### config.mk
export PLATFORM = sky130hd
export DESIGN_NAME = rps_move_encoder
export DESIGN_NICKNAME = d
export VERILOG_FILES = /design/src/rtl/rps_pkg.sv /design/src/rtl/btn_sync.sv /design/src/rtl/rps_move_encoder.sv
export SDC_FILE = /design/constraint.sdc
export NUM_CORES = 1
export LEC_CHECK = 0
export ABC_AREA = 0
export CORE_MARGIN = 4
export CORE_UTILIZATION = 48
export CTS_CLUSTER_SIZE = 30
export DETAILED_ROUTE_END_ITERATION = 16
export PLACE_DENSITY_LB_ADDON = 0.08
export RECOVER_POWER = 25
export SLEW_MARGIN = 5
export SYNTH_ARGS = -nofsm -noshare
export SYNTH_HDL_FRONTEND = slang
export SYNTH_SLANG_ARGS = --single-unit
### constraint.sdc
create_clock -name clk -period 1.95 [get_ports clk]
set_input_delay 0.2925 -clock clk [delete_from_list [all_inputs] [get_ports clk]]
set_output_delay 0.2925 -clock clk [all_outputs]
set_load 0.01 [all_outputs]
### src/rtl/rps_pkg.sv
// Shared move codes and encoder state for the rock/paper/scissors input path.
// The seven-segment move decoder uses the same move_t encoding.
package rps_pkg;

    typedef enum logic [2:0] {
        MOVE_NONE     = 3'b000,
        MOVE_ROCK     = 3'b100,
        MOVE_PAPER    = 3'b010,
        MOVE_SCISSORS = 3'b001
    } move_t;

    typedef enum logic [1:0] {
        IDLE     = 2'd0,
        ARMING   = 2'd1,
        HELD     = 2'd2,
        WAIT_REL = 2'd3
    } enc_state_t;

    function automatic logic is_one_hot(input logic [2:0] pat);
        return (pat == 3'b100) || (pat == 3'b010) || (pat == 3'b001);
    endfunction

endpackage

### src/rtl/btn_sync.sv
// Two-flop synchroniser for a bundle of raw asynchronous inputs.
// Both flop stages clear on reset, so no stale press survives a reset.
module btn_sync #(
    parameter int WIDTH = 3
) (
    input  logic             clk,
    input  logic             reset,
    input  logic [WIDTH-1:0] async_i,
    output logic [WIDTH-1:0] sync_o
);

    logic [WIDTH-1:0] meta_q;
    logic [WIDTH-1:0] sync_q;

    // Two-stage metastability filter
    always_ff @(posedge clk or posedge reset) begin
        if (reset) begin
            meta_q <= {WIDTH{1'b0}};
            sync_q <= {WIDTH{1'b0}};
        end else begin
            meta_q <= async_i;
            sync_q <= meta_q;
        end
    end

    assign sync_o = sync_q;

endmodule

### src/rtl/rps_move_encoder.sv
// Debounces the three player buttons and presents a single clean move with valid/ready.
// A full debounced release is required before the next move can be armed.
module rps_move_encoder
    import rps_pkg::*;
#(
    parameter  int DEBOUNCE_CYCLES = 16,
    localparam int CNT_W           = $clog2(DEBOUNCE_CYCLES + 1)
) (
    input  logic       clk,
    input  logic       reset,
    input  logic       btn_rock,
    input  logic       btn_paper,
    input  logic       btn_scissors,
    input  logic       clear,
    input  logic       move_ready,
    output logic       move_valid,
    output logic [2:0] move_code
);

    localparam logic [CNT_W-1:0] CNT_LAST = CNT_W'(DEBOUNCE_CYCLES - 1);
    localparam logic [CNT_W-1:0] CNT_ONE  = CNT_W'(1);
    localparam logic [CNT_W-1:0] CNT_ZERO = CNT_W'(0);

    logic [2:0]       pat_s;
    enc_state_t       state_q;
    move_t            cand_q;
    move_t            code_q;
    logic             valid_q;
    logic [CNT_W-1:0] cnt_q;

    btn_sync #(
        .WIDTH (3)
    ) u_sync (
        .clk     (clk),
        .reset   (reset),
        .async_i ({btn_rock, btn_paper, btn_scissors}),
        .sync_o  (pat_s)
    );

    // Encoder FSM with debounce counter and registered move outputs
    always_ff @(posedge clk or posedge reset) begin
        if (reset) begin
            state_q <= IDLE;
            cand_q  <= MOVE_NONE;
            code_q  <= MOVE_NONE;
            valid_q <= 1'b0;
            cnt_q   <= CNT_ZERO;
        end else if (clear) begin
            state_q <= WAIT_REL;
            code_q  <= MOVE_NONE;
            valid_q <= 1'b0;
            cnt_q   <= CNT_ZERO;
        end else begin
            case (state_q)
                IDLE: begin
                    cnt_q <= CNT_ZERO;
                    if (is_one_hot(pat_s)) begin
                        state_q <= ARMING;
                        cand_q  <= move_t'(pat_s);
                    end else begin
                        state_q <= IDLE;
                    end
                end
                ARMING: begin
                    if (pat_s == cand_q) begin
                        if (cnt_q == CNT_LAST) begin
                            state_q <= HELD;
                            code_q  <= cand_q;
                            valid_q <= 1'b1;
                        end else if (cnt_q < CNT_LAST) begin
                            cnt_q <= cnt_q + CNT_ONE;
                        end else begin
                            cnt_q <= cnt_q;
                        end
                    end else if (is_one_hot(pat_s)) begin
                        cand_q <= move_t'(pat_s);
                        cnt_q  <= CNT_ZERO;
                    end else begin
                        state_q <= IDLE;
                        cnt_q   <= CNT_ZERO;
                    end
                end
                HELD: begin
                    // Buttons are deliberately ignored until the consumer takes the move
                    if (valid_q && move_ready) begin
                        state_q <= WAIT_REL;
                        code_q  <= MOVE_NONE;
                        valid_q <= 1'b0;
                        cnt_q   <= CNT_ZERO;
                    end else begin
                        state_q <= HELD;
                    end
                end
                WAIT_REL: begin
                    if (pat_s == 3'b000) begin
                        if (cnt_q == CNT_LAST) begin
                            state_q <= IDLE;
                            cnt_q   <= CNT_ZERO;
                        end else if (cnt_q < CNT_LAST) begin
                            cnt_q <= cnt_q + CNT_ONE;
                        end else begin
                            cnt_q <= cnt_q;
                        end
                    end else begin
                        cnt_q <= CNT_ZERO;
                    end
                end
                default: begin
                    state_q <= IDLE;
                    code_q  <= MOVE_NONE;
                    valid_q <= 1'b0;
                    cnt_q   <= CNT_ZERO;
                end
            endcase
        end
    end

    assign move_valid = valid_q;
    assign move_code  = code_q;

endmodule

==> impl_results.md <==
- Most frequent cells in the layout: 20 x dfrtp_1, 9 x nand2_1, 7 x inv_1
- Clk_skew: between 0.004 and 0.005 ns
- Cell Rows: 15
- DP Cell Count: approximately 130
- Cell taking the most area after synthesis: dfrtp_1
- Post-DP Area: ~1100 sq um
- Least-Margin Pin Slew: roughly 1.0 ns
- First-pass GRT wire length: ~3100 microns
- Critical path startpoint category: flop
- Inserted Diodes: 0
- Largest net degree at the start of global routing: 21
- Post-DR wirelength/cell: approximately 14 microns
- Synth unique cells: 32
- Clock Tree Buf Depth: 2
- Crit path time final: between 1.5 and 2 ns
- Total grt overflow: 0
- Share of the synthesized area in the top cell type: 52.6%
- Worst flop-to-flop path startpoint: cnt_q[1]
- Async SR Flop Fraction: 100%
- ANT nets after route: 0
- Root Buffer Master: clkbuf_4
- Ys flop type: dfrtp_1
- Top sig layer: met4
- DRT iter0 DRCs: 27
- DP HPWL: 1390 microns
- Largest cells by area after synthesis: dfrtp_1 53%, a21oi_1 4.2%, nand2_1 3.5%, inv_1 2.8%, xnor2_1 2.8%
- Hold path cells: 0
- Final Hold Violating Endpoints: 0
- Reg clk slew, reported paths: ~0.12 ns
- Setup crit start: cnt_q[1]
- Outcome: finished, final reports clean
- Reg-to-Reg End: cnt_q[0]
- Avg Cell Area, Syn: between 10 and 15 sq um
- Clk Latency, worst-skew pair: around 0.3 ns
- DR WL met2: ~810 microns
- Residual DRC: 0
- Initial Utilization: around 53%
- Max-slew headroom: slightly above 30%
- Final hold slack: between 0.3 and 0.4 ns
- Die area: between 2000 and 3000 sq um
- Die W: 52.5 microns
- Setup-failing EPs final: 0
- Power Density: 682 nW/um^2
- Non-filler cells, final: ~140
- Synth Warn #: 0
- Nets: 123
- Seq cells post-synth: 20
- Port bufs: 10
- Vias/cell: 5.64
- Sequential Area: 500 sq um
- Critical path class: flop to flop
- CP endpoint kind: flop
- H-tree levels: 1
- Synth Net Count: just over 100
- Fill cells: between 100 and 150
- Number of global-route vias before repair: 723
- Post-route cell area: about 1200 sq um
- Fin crit share: a little over nine tenths
- Dpl ws: 0.0683 ns
- Total track usage: about 15%
- Tightest Hold Check Type: flop to flop
- Worst Path Max Fanout: 3
- Power, Total: ~820 uW
- Io pins: 11
- Cells after synthesis: 93
- Hold Crit Start: u_sync.meta_q[2]
- Syn Std Cell Area: roughly 950 sq um
- Crit path required time: ~2.2 ns
- Clock sink total: 20
- Core outline area: ~1800 sq um
- CTS tree: yes
- Initial antenna violation count: 0
- Worst EP arrival: 2.10 ns
- Area Overhead vs Synth: 26.7%
- Number of enable flip-flop cells after synthesis: 0
- CTS hold repair buffers: 0
- DIE HEIGHT: 52.5 microns
- Most common cell after layout, fill and taps aside: dfrtp_1
- Total CTS buffers: 3
- FF-to-FF setup slack: a little over 0.08 ns
- Layout cells sized above 1: approximately 17%
- Static leakage: a little over 0.5 nW
- Setup WS post-layout: 0.0828 ns
- Post-Route M1 WL: 968 microns
- Sequential cell area fraction in the yosys report: a little over half
- Maxcap violations: 0
- Final Max Tran Viols: 0
- DR vias: ~800
- Placer congestion estimate: 0.819
- DRT Wirelength: ~2000 microns
- Reg2reg path depth: 8
- Hold Path Sink: u_sync.sync_o[2]
- Max Fclk: about 540 MHz
- 1st-pass router iterations: 4
- Met3 wire len: between 100 and 150 microns
- Maximum VDD drop: between 0.0007 and 0.0008 V
- Multi-input logic area: between 400 and 500 sq um
## final cells by class
cell class / count / share of cell area (%)
Tap cell: 25 / 2.59
Clock buffer: 3 / 1.87
Timing Repair Buffer: 17 / 12.3
Sequential cell: 20 / 41.5
Multi-Input combinational cell: 65 / 37.0
Inverter: 7 / 2.18
Clock inverter: 1 / 2.49
## report_power, final
group,switching [mW],internal [mW],total (mW)
sequential,0.00818,0.424,0.432
combinational,0.0276,0.0235,0.0511
clock,0.132,0.208,0.340
total,0.168,0.655,0.823
## through the flow
stage | TNS [ns] | util [%]
global route | -0.0306 | 66.9
CTS | 0 | 64.5
floorplan | 0 | -
global placement | 0 | 61.6
finish | 0 | 66.9
detailed placement | 0 | 61.6
## synthesized netlist by cell type, types with 2 or more instances
library cell  count
a31oi_1           2
nand3_1           5
o22ai_1           2
ha_1              2
nand4_1           4
xnor2_1           3
o21ai_0           4
nor2_1            4
inv_1             7
dfrtp_1          20
and3_1            2
a21o_1            2
mux2_1            2
nand2_1           9
a21oi_1           8
## sequential cells by signal, summed over array words and instances (netlist names)
| register | count |
|---|---|
| cand_q | 3 |
| cnt_q | 5 |
| move_code | 3 |
| move_valid | 1 |
| state_q | 2 |
| u_sync.meta_q | 3 |
| u_sync.sync_o | 3 |
## worst max path at each step
stage	end	slack, ns	cells past startpoint
floorplan	cnt_q[1]	0.12	8
global placement	cnt_q[1]	0.12	8
detailed placement	cnt_q[1]	0.07	8
CTS	cnt_q[1]	0.03	8
global route	cnt_q[0]	-0.02	8
finish	cnt_q[0]	0.08	8
## metal layers
metal / up-vias / GRT usage, %
met5: - / 0
met4: 0 / 4.68
met3: 6 / 5.41
met2: 33 / 23.3
met1: 360 / 20.7
li1: 379 / -
## repair_timing
| action | 4_1_cts | 5_1_grt |
|---|---|---|
| resized for setup | 0 | 6 |
| buffers inserted | 0 | 3 |
| endpoints found under the setup margin | 0 | 3 |
## worst max-delay path, stage by stage, from the launching register on
cell and delay [ns]:
dfrtp_1 0.41, ha_2 0.19, and3_1 0.18, ha_1 0.19, and3b_1 0.18, nand4_1 0.15
a21o_1 0.21, nand3_2 0.12, mux2i_1 0.16
## cells by family after synthesis
kind of cell	share of synthesized area, %
muxes	4.99
and+or+nand+nor	16.4
buffers and inverters	3.15
adders and majority gates	2.63
DFF	52.6
AOI/OAI and AO/OA	16.6
xor gates and xnor gates	3.68
Note: power is estimated with default switching activity, not from simulation.
